==> src/rtl/disp_wta.sv <==
// Winner-take-all disparity selector: tracks the lowest and second-lowest census cost
// streamed per disparity, and reports the winning disparity with a margin-based uniqueness flag.
module disp_wta #(
    parameter int COST_W   = 16,
    parameter int DISP_W   = 8,
    parameter int MAX_DISP = 64
) (
    input  logic        iClk,
    input  logic        iReset,
    input  logic        iClk_en,
    input  logic        iStart,
    input  logic [3:0]  iOp,
    input  logic [31:0] iA,
    input  logic [31:0] iB,
    output logic [31:0] oRes,
    output logic        oDone
);

    typedef enum logic [1:0] {S_IDLE, S_B1, S_B2, S_B3} state_t;
    typedef enum logic [2:0] {RES_HOLD, RES_ZERO, RES_RW, RES_DISP, RES_CNT} res_sel_t;

    function automatic logic [COST_W-1:0] f_ext8(input logic [7:0] b);
        logic [15:0] w;
        w = {8'd0, b};
        return w[COST_W-1:0];
    endfunction

    // Sum is one bit wider than a cost so best+margin never wraps past second.
    function automatic logic [31:0] f_rw(input logic [COST_W-1:0] best,
                                         input logic [COST_W-1:0] second,
                                         input logic [DISP_W-1:0] bdisp,
                                         input logic [15:0]       count,
                                         input logic [COST_W-1:0] margin,
                                         input logic              ovf);
        logic [COST_W:0] sum;
        logic            uniq;
        sum  = {1'b0, best} + {1'b0, margin};
        uniq = (count != 16'd0) && (sum < {1'b0, second});
        return {uniq, ovf, 6'd0, 8'(bdisp), 16'(best)};
    endfunction

    state_t            r_state, w_state_nx;
    res_sel_t          w_res_sel;
    logic [COST_W-1:0] r_best, r_second, r_margin;
    logic [COST_W-1:0] w_best_n, w_second_n, w_margin_n, w_cost;
    logic [DISP_W-1:0] r_best_disp, r_disp, w_best_disp_n, w_disp_n;
    logic [15:0]       r_count, w_count_n;
    logic              r_ovf, w_ovf_n;
    logic [23:0]       r_bytes;
    logic              w_push, w_clear, w_margin_ld, w_latch, w_done, w_room;
    logic [31:0]       w_rw;
    logic              w_unused;

    assign w_unused = ^iB;
    assign w_room   = {{(32-DISP_W){1'b0}}, r_disp} < 32'(MAX_DISP);

    always_comb begin
        w_state_nx  = r_state;
        w_push      = 1'b0;
        w_cost      = '0;
        w_clear     = 1'b0;
        w_margin_ld = 1'b0;
        w_latch     = 1'b0;
        w_res_sel   = RES_HOLD;
        w_done      = 1'b0;
        case (r_state)
            S_IDLE: begin
                if (iStart) begin
                    w_done = 1'b1;
                    case (iOp)
                        4'h0: begin w_clear = 1'b1; w_res_sel = RES_ZERO; end
                        4'h1: begin w_push = 1'b1; w_cost = iA[COST_W-1:0]; w_res_sel = RES_RW; end
                        4'h2: begin
                            w_push     = 1'b1;
                            w_cost     = f_ext8(iA[7:0]);
                            w_latch    = 1'b1;
                            w_done     = 1'b0;
                            w_state_nx = S_B1;
                        end
                        4'h3: begin w_margin_ld = 1'b1; w_res_sel = RES_RW; end
                        4'h4: w_res_sel = RES_RW;
                        4'h5: w_res_sel = RES_DISP;
                        4'h6: w_res_sel = RES_CNT;
                        default: ;
                    endcase
                end
            end
            S_B1: begin w_push = 1'b1; w_cost = f_ext8(r_bytes[7:0]);   w_state_nx = S_B2; end
            S_B2: begin w_push = 1'b1; w_cost = f_ext8(r_bytes[15:8]);  w_state_nx = S_B3; end
            S_B3: begin
                w_push     = 1'b1;
                w_cost     = f_ext8(r_bytes[23:16]);
                w_res_sel  = RES_RW;
                w_done     = 1'b1;
                w_state_nx = S_IDLE;
            end
            default: w_state_nx = S_IDLE;
        endcase
    end

    // Strict compares: an equal cost never displaces the earlier (lower) disparity.
    always_comb begin
        w_best_n      = r_best;
        w_second_n    = r_second;
        w_best_disp_n = r_best_disp;
        w_disp_n      = r_disp;
        w_count_n     = r_count;
        w_ovf_n       = r_ovf;
        w_margin_n    = w_margin_ld ? iA[COST_W-1:0] : r_margin;
        if (w_clear) begin
            w_best_n      = '1;
            w_second_n    = '1;
            w_best_disp_n = '0;
            w_count_n     = '0;
            w_ovf_n       = 1'b0;
            w_disp_n      = iA[DISP_W-1:0];
        end else if (w_push) begin
            if (w_room) begin
                if (w_cost < r_best) begin
                    w_second_n    = r_best;
                    w_best_n      = w_cost;
                    w_best_disp_n = r_disp;
                end else if (w_cost < r_second) begin
                    w_second_n = w_cost;
                end
                w_disp_n  = r_disp + DISP_W'(1);
                w_count_n = r_count + 16'd1;
            end else begin
                w_ovf_n = 1'b1;
            end
        end
    end

    assign w_rw = f_rw(w_best_n, w_second_n, w_best_disp_n, w_count_n, w_margin_n, w_ovf_n);

    always_ff @(posedge iClk or negedge iReset) begin
        if (!iReset) begin
            r_state     <= S_IDLE;
            r_best      <= '1;
            r_second    <= '1;
            r_best_disp <= '0;
            r_disp      <= '0;
            r_count     <= '0;
            r_margin    <= '0;
            r_ovf       <= 1'b0;
            oRes        <= '0;
            oDone       <= 1'b0;
        end else if (iClk_en) begin
            r_state     <= w_state_nx;
            r_best      <= w_best_n;
            r_second    <= w_second_n;
            r_best_disp <= w_best_disp_n;
            r_disp      <= w_disp_n;
            r_count     <= w_count_n;
            r_margin    <= w_margin_n;
            r_ovf       <= w_ovf_n;
            oDone       <= w_done;
            case (w_res_sel)
                RES_ZERO: oRes <= '0;
                RES_RW:   oRes <= w_rw;
                RES_DISP: oRes <= {8'd0, 8'(r_disp), 16'(r_second)};
                RES_CNT:  oRes <= {16'd0, r_count};
                default:  ;
            endcase
        end
    end

    always_ff @(posedge iClk) begin
        if (iClk_en && w_latch) r_bytes <= iA[31:8];
    end

endmodule

==> config.mk <==
export PLATFORM = sky130hd
export DESIGN_NAME = disp_wta
export DESIGN_NICKNAME = d
export VERILOG_FILES = /design/src/rtl/disp_wta.sv
export SDC_FILE = /design/constraint.sdc
export NUM_CORES = 1
export LEC_CHECK = 0
export ABC_AREA = 1
export CAP_MARGIN = 20
export CORE_ASPECT_RATIO = 0.6
export CORE_MARGIN = 2
export CORE_UTILIZATION = 52
export DETAILED_ROUTE_END_ITERATION = 12
export PLACE_DENSITY = 0.8
export RECOVER_POWER = 100
export REMOVE_ABC_BUFFERS = 1
export SYNTH_ARGS = -nofsm -noshare
export SYNTH_HDL_FRONTEND = slang
export SYNTH_SLANG_ARGS = --single-unit
==> constraint.sdc <==
create_clock -name iClk -period 5.9 [get_ports iClk]
set_clock_uncertainty 0.1 [all_clocks]
set_input_delay 1.475 -clock iClk [delete_from_list [all_inputs] [get_ports iClk]]
set_output_delay 1.475 -clock iClk [all_outputs]
set_load 0.03 [all_outputs]
After elaboration in Yosys (flattened, before gate mapping) --
Cells that the tools add are included.
Operators by class: add/sub/neg operators 3, multipliers 0, divide/modulo/power cells 0, $lt $le $gt $ge 4, eq/ne operators 15, shift-type cells 0, muxes and demuxes 48, bitwise gates (word level) 0, reduce and logical (&&, ||, !) cells 14
Operators by type and width (count):
- $mux 16 | 14
- $pmux 32 s4 | 1
- $pmux 16 s4 | 1
- $mux 8 | 7
- $lt 16x16->1 | 2
- $pmux 16 s2 | 1
- $add 16x16->17 | 1
- $lt 17x16->1 | 1
- $add 16x1->16 const B | 1
- $mux 1 | 16
- $reduce_bool 16->1 | 1
- $eq 4x3->1 const B | 3
- $pmux 3 s4 | 1
- $add 8x1->8 const B | 1
- $eq 4x2->1 const B | 2
- $lt 8x7->1 const B | 1
- $pmux 2 s4 | 1
- $eq 3x2->1 const B | 2
- $pmux 3 s2 | 1
- $reduce_and 3->1 | 2
- $reduce_or 3->1 | 2
- $eq 2x2->1 const B | 2
- $eq 4x1->1 const B | 1
- $logic_not 4->1 | 1
- other kinds (14) | 18
Storage, ports and cells: bits in registers 140, latch bits 0, bits in writable memories 0, memory bits (read-only) 0, output and inout port bits 33, logic and storage cells 95, memories kept 0

Longest topological paths before layout --
Gate-level depths: netlist of the first run.
depth after elaboration 13, depth in mapped cells 41, gate-level depth less buffers 39

Worst setup path before layout of the first run --
Ideal clock, no wire load.
kind input to register, from input port iOp[3], to register oRes[31], library setup time 0.065 ns, arrival time 6.700 ns, data required time 5.735 ns, slack -0.965 ns, cell stages on the path 32, buffers on the path 1, path through nor2_4 -> nand2_1 -> nor2_1 -> inv_1 -> nor3_1 -> ha_1 -> a21oi_1 -> nor2_1 -> a211oi_1 -> nor2_1 -> nor2_2 -> clkbuf_1 -> nand4_1 -> nand3_2 -> ha_1 -> inv_1 -> fa_1 -> inv_1 -> a21oi_1 -> o21ai_0 -> a21oi_1 -> o21bai_1 -> a21boi_0 -> o21ai_0 -> xor2_1 -> ha_1 -> and3_1 -> a2111oi_2 -> nand3_1 -> nor2_1 -> nand2_1 -> nand2_1
Between the ends: longest elaborated chain between the ends 13
Ends and longest elaborated chain:
- from (decl) | line 12 | input logic [3:0] iOp,
- $eq 4x2->1 or $eq 4x1->1 (tied branches) | line 70 | case (iOp)
- $pmux 16 s2 | line 70
- $mux 16 | line 68 | if (iStart) begin
- $pmux 16 s4 | line 66 | case (r_state)
- $lt 16x16->1 | line 119 | if (w_cost < r_best) begin
- $mux 16 | line 119
- $mux 16 | line 118 | if (w_room) begin
- $mux 16 | line 117 | end else if (w_push) begin
- $mux 16 (*) | line 110 | if (w_clear) begin
- named net w_best_n[0] | line 45 | logic [COST_W-1:0] w_best_n, w_second_n, w_margin_n, w_cost;
- $add 16x16->17 (*) | line 37 | sum = {1'b0, best} + {1'b0, margin};
- $lt 17x16->1 (*) | line 38 | uniq = (count != 16'd0) && (sum < {1'b0, second});
- $logic_and 1x1->1 (*) | line 38
- $pmux 32 s4 (*) | line 158 | case (w_res_sel)
- to (signal assigned) | line 160 | RES_RW: oRes <= w_rw;
- to (signal assigned) | line 161 | RES_DISP: oRes <= {8'd0, 8'(r_disp), 16'(r_second)};
- to (signal assigned) | line 162 | RES_CNT: oRes <= {16'd0, r_count};
- to (decl) | line 15 | output logic [31:0] oRes,
The timed path passes the listed nets; every way through them passes the cells marked *. The select of a mux whose other input is x is not followed. A chain may end at the register's enable or synchronous reset.

Worst setup path in the final report of the first run --
from input port iA[14], to register oRes[31]
Between the ends: longest elaborated chain between the ends 12
Ends and longest elaborated chain:
- from (decl) | line 13 | input logic [31:0] iA,
- $pmux 16 s2 | line 70
- $mux 16 | line 68
- $pmux 16 s4 | line 66
- $lt 16x16->1 | line 119
- $mux 16 | line 119
- $mux 16 | line 118
- $mux 16 | line 117
- $mux 16 | line 110
- named net w_best_n[2] | line 45
- $add 16x16->17 | line 37
- $lt 17x16->1 | line 38
- $logic_and 1x1->1 | line 38
- $pmux 32 s4 | line 158
The timed path passes the listed nets, and every way through them passes these cells. The select of a mux whose other input is x is not followed.

==> impl_metrics.tcl, run 1 <==
set metrics [dict create \
    overflow 0 \
    hp-class "reg2reg" \
    p_sw_uw 3850 \
    drtIter0Drc 1315 \
    track_usage_pct 33.3 \
    drive_gt1_share_pct 22.7 \
    grt_antenna_before_repair 0 \
    die_x_um 180 \
    finalSetupViolCount 1 \
    report.final.slew_viol_count 75 \
    cts_hold_buf 0 \
    hold_viol 0 \
    max-cap-violations 1 \
    async_flop_share_pct 82.1 \
    layout_setup_ws_ns -0.422 \
    syn_area_per_cell_um2 7.23 \
    period_needed_ns 6.32 \
    cts.clk_slew.worst_paths_ns 0.07 \
    cts-root-buf "clkbuf_16" \
    final_util_pct 70.9 \
    cp.arrival_ns 6.61 \
    max_stage_delay_ns 0.55 \
    tightestPinTransition_ns 4.19 \
    endpoint_kind "flop" \
    swShare_pct 48.0 \
    clkSinkCount 134 \
    dieArea_mm2 0.0196 \
    pwr_density_cell_mw_per_mm2 627 \
    path_delay_family "simple AND/OR/NAND/NOR gates" \
    drt_first_pass_iters 6 \
    tns_ns -0.422 \
    period_share_pct 107 \
    placed_cell_area_mm2 0.0115 \
    synth.ff_latch_count 134 \
    crit_cells 31 \
    routed_via_density 5.91 \
    core-area_mm2 0.0181 \
    path_common_cell "buf_6" \
    ioPinCount 105 \
    yosys_warnings 0 \
    outcome "complete, but fails checks" \
    hold_depth 2 \
    power.share.clock_pct 14.9 \
    max_freq_mhz 158 \
    ir_drop_uv 347 \
    fillCellCount 1348 \
    start_util_pct 53.2 \
    p_leak_uw 0.00628 \
    p_int_uw 4170 \
    dieHeight_um 109 \
    numCtsBuffers 17 \
    violations "capacitance limit, slew limit, setup timing" \
    grt_pass1_wl_um 51100 \
    synthFlopType "dfrtp_1" \
    syn_area_mm2 0.00961 \
    num_antenna_cells 0 \
    hpwl_um 22300 \
    slew_headroom_pct -180 \
    crit_type "in2reg" \
    drt-total-wl_um 33500 \
    grt_pass1_vias 9990 \
    syn_inst 1329 \
    route.detailed.drc 0 \
    worstPathRequired_ns 6.18 \
    reg2reg_depth 38 \
    cts_buffer_depth 2 \
    whs_ns 0.375 \
    clock_latency_ns 0.45 \
    post_synth_num_cell_types 54 \
    cts_tree "done" \
    synth_edf_count 24 \
    power_frac_comb_pct 67.1 \
    seqPwrFrac_pct 18.0 \
    fin_area_mm2 0.0128 \
    htreeDepth 4 \
    num_vias 10615 \
    path_buf_inv 7 \
    wl_per_cell_um 18.6 \
    ant_nets 0 \
    gp_congestion 0.913 \
    grt_max_degree 91 \
    rows 38 \
    cp_max_fo 6 \
    crit_path_start_kind "input port" \
    io_buffer_count 66 \
    area_growth_pct 33.2 \
    synth-seq-area-share_pct 36.5 \
    num-nets-final 1683 \
    crit_slowest_cell "dlygate4sd3_1" \
    rsz0062_at_grt "yes" \
]
## cells by family (layout without fill, tap and decap cells)
family	Yosys count	after routing	share of synthesized area, %
buffers and inverters	234	455	9.94
xor gates and xnor gates	18	18	1.64
AOI/OAI and AO/OA	263	263	15.5
DFF	134	134	36.5
and+or+nand+nor	611	612	27.4
adders and majority gates	68	68	8.93
other	1	6	0.0390
## cell type report
cell class	count	area (µm²)	area share [%]
flip-flops and latches	134	3510	27.4
repair buffers	255	2130	16.6
clock buffers	18	450	3.52
well taps	240	300	2.34
clock inverters	14	188	1.47
multi-input cells	967	5590	43.7
inverters	168	634	4.95
## registers in the layout, summed over array words and instances, names as in the netlist
name and cells:
r_state 2, r_margin 16, r_disp 8, r_count 16, oRes 26, r_ovf 1
r_best_disp 8, oDone 1, r_second 16, r_best 16, r_bytes 24
## timing repair
item | 4_1_cts | 5_1_grt
pin swaps | 45 | 39
gates cloned | 1 | 1
resized for setup | 67 | 57
buffers inserted | 12 | 9
endpoints found under the setup margin | 1 | 1
## final timing paths
path / slack, ns / end / from
worst max-delay path: -0.42 / oRes[31] / iA[14]
worst min-delay path: 0.38 / oRes[2] / oRes[2]
worst max register to register: 0.05 / oRes[31] / r_state[1]
max in group asynchronous: 0.96 / r_margin[14] / iReset
worst min register to register: 0.38 / oRes[2] / oRes[2]
min in group asynchronous: 2.40 / r_margin[4] / iReset
## power groups by stage
stage / Sequential, µW / Combinational [µW] / Clock [µW]
after floorplan: 1520 / 2470 / 0
after global placement: 1430 / 4330 / 0
after detailed placement: 1440 / 4490 / 0
after CTS: 1430 / 4750 / 1190
after global routing: 1470 / 5790 / 1240
final: 1450 / 5390 / 1190
## cells in the final DEF (no fill, tap or decap), types with 38 or more instances in the layout
cell type,count
a21oi_1,59
nand2_1,410
inv_1,161
clkdlybuf4s50_1,38
dfrtp_1,78
nand4_1,45
nand3_1,45
ha_1,60
o21ai_0,121
buf_4,178
nor2_1,43
## cells in the mapped netlist, types with 2 or more instances
| master | count | area [µm²] |
|---|---|---|
| a21oi_1 | 71 | 355 |
| nand3b_1 | 3 | 22.5 |
| ha_1 | 67 | 838 |
| a21o_1 | 2 | 15.0 |
| o21ai_1 | 13 | 65.1 |
| xnor2_1 | 5 | 43.8 |
| dfstp_2 | 32 | 841 |
| edfxtp_1 | 24 | 721 |
| nor2_1 | 46 | 173 |
| o22ai_1 | 3 | 18.8 |
| dfrtp_1 | 78 | 1950 |
| buf_6 | 2 | 22.5 |
| a211oi_1 | 3 | 22.5 |
| o21ai_0 | 126 | 631 |
| nand4_1 | 45 | 282 |
| nand3_2 | 11 | 110 |
| o2111ai_1 | 2 | 17.5 |
| o211ai_1 | 17 | 128 |
| buf_1 | 3 | 11.3 |
| o21bai_1 | 4 | 30.0 |
| inv_1 | 164 | 616 |
| xor2_1 | 13 | 114 |
| nor4_1 | 2 | 12.5 |
| nor3_1 | 22 | 110 |
| a21boi_0 | 2 | 15.0 |
| inv_2 | 2 | 7.51 |
| nand2_1 | 422 | 1580 |
| a221oi_1 | 2 | 17.5 |
| a32oi_1 | 7 | 61.3 |
| buf_2 | 12 | 60.1 |
| buf_4 | 12 | 90.1 |
| nand3_1 | 50 | 250 |
| nor2_2 | 4 | 25.0 |
| o31ai_1 | 3 | 22.5 |
| clkbuf_1 | 36 | 135 |
## routing by layer
metal / vias to the layer above / global-route usage, % / routed length, µm
li1: 4825 / - / -
met1: 4937 / 46.1 / 13900
met2: 728 / 50.6 / 14400
met3: 125 / 8.02 / 3830
met4: 0 / 13.5 / 1300
met5: - / 0 / 0
## metrics by stage
| stage | setup slack [ns] | power, µW | instances |
|---|---|---|---|
| floorplan | -1.33 | 3990 | 1268 |
| global placement | -1.36 | 5770 | 1742 |
| detailed placement | -1.57 | 5940 | 1742 |
| CTS | -0.351 | 7370 | 1786 |
| global route | -0.656 | 8490 | 1796 |
| finish | -0.422 | 8030 | 1796 |
## worst reg2reg max path, delay by kind of cell (launching register included)
kind	cells	cell delay (ns)
flops	1	0.38
fa+ha+maj	5	1.36
simple gates	17	1.61
buf+inv	8	1.08
compound gates	7	1.06
xor+xnor	1	0.19
Note: power is estimated with default switching activity, not from simulation.
==> run 2, diff against run 1 <==
- SETUP_SLACK_MARGIN: default -> 0.02
- SLEW_MARGIN: default -> 20
==> results of run 2 <==
Final layout, timing and power as in run 1 (identical DEF).
==> run 3, diff against run 2 <==
- ABC_CLOCK_PERIOD_IN_PS: default -> 5900
==> results of run 3 <==
Final layout, timing and power as in run 1 (identical DEF).
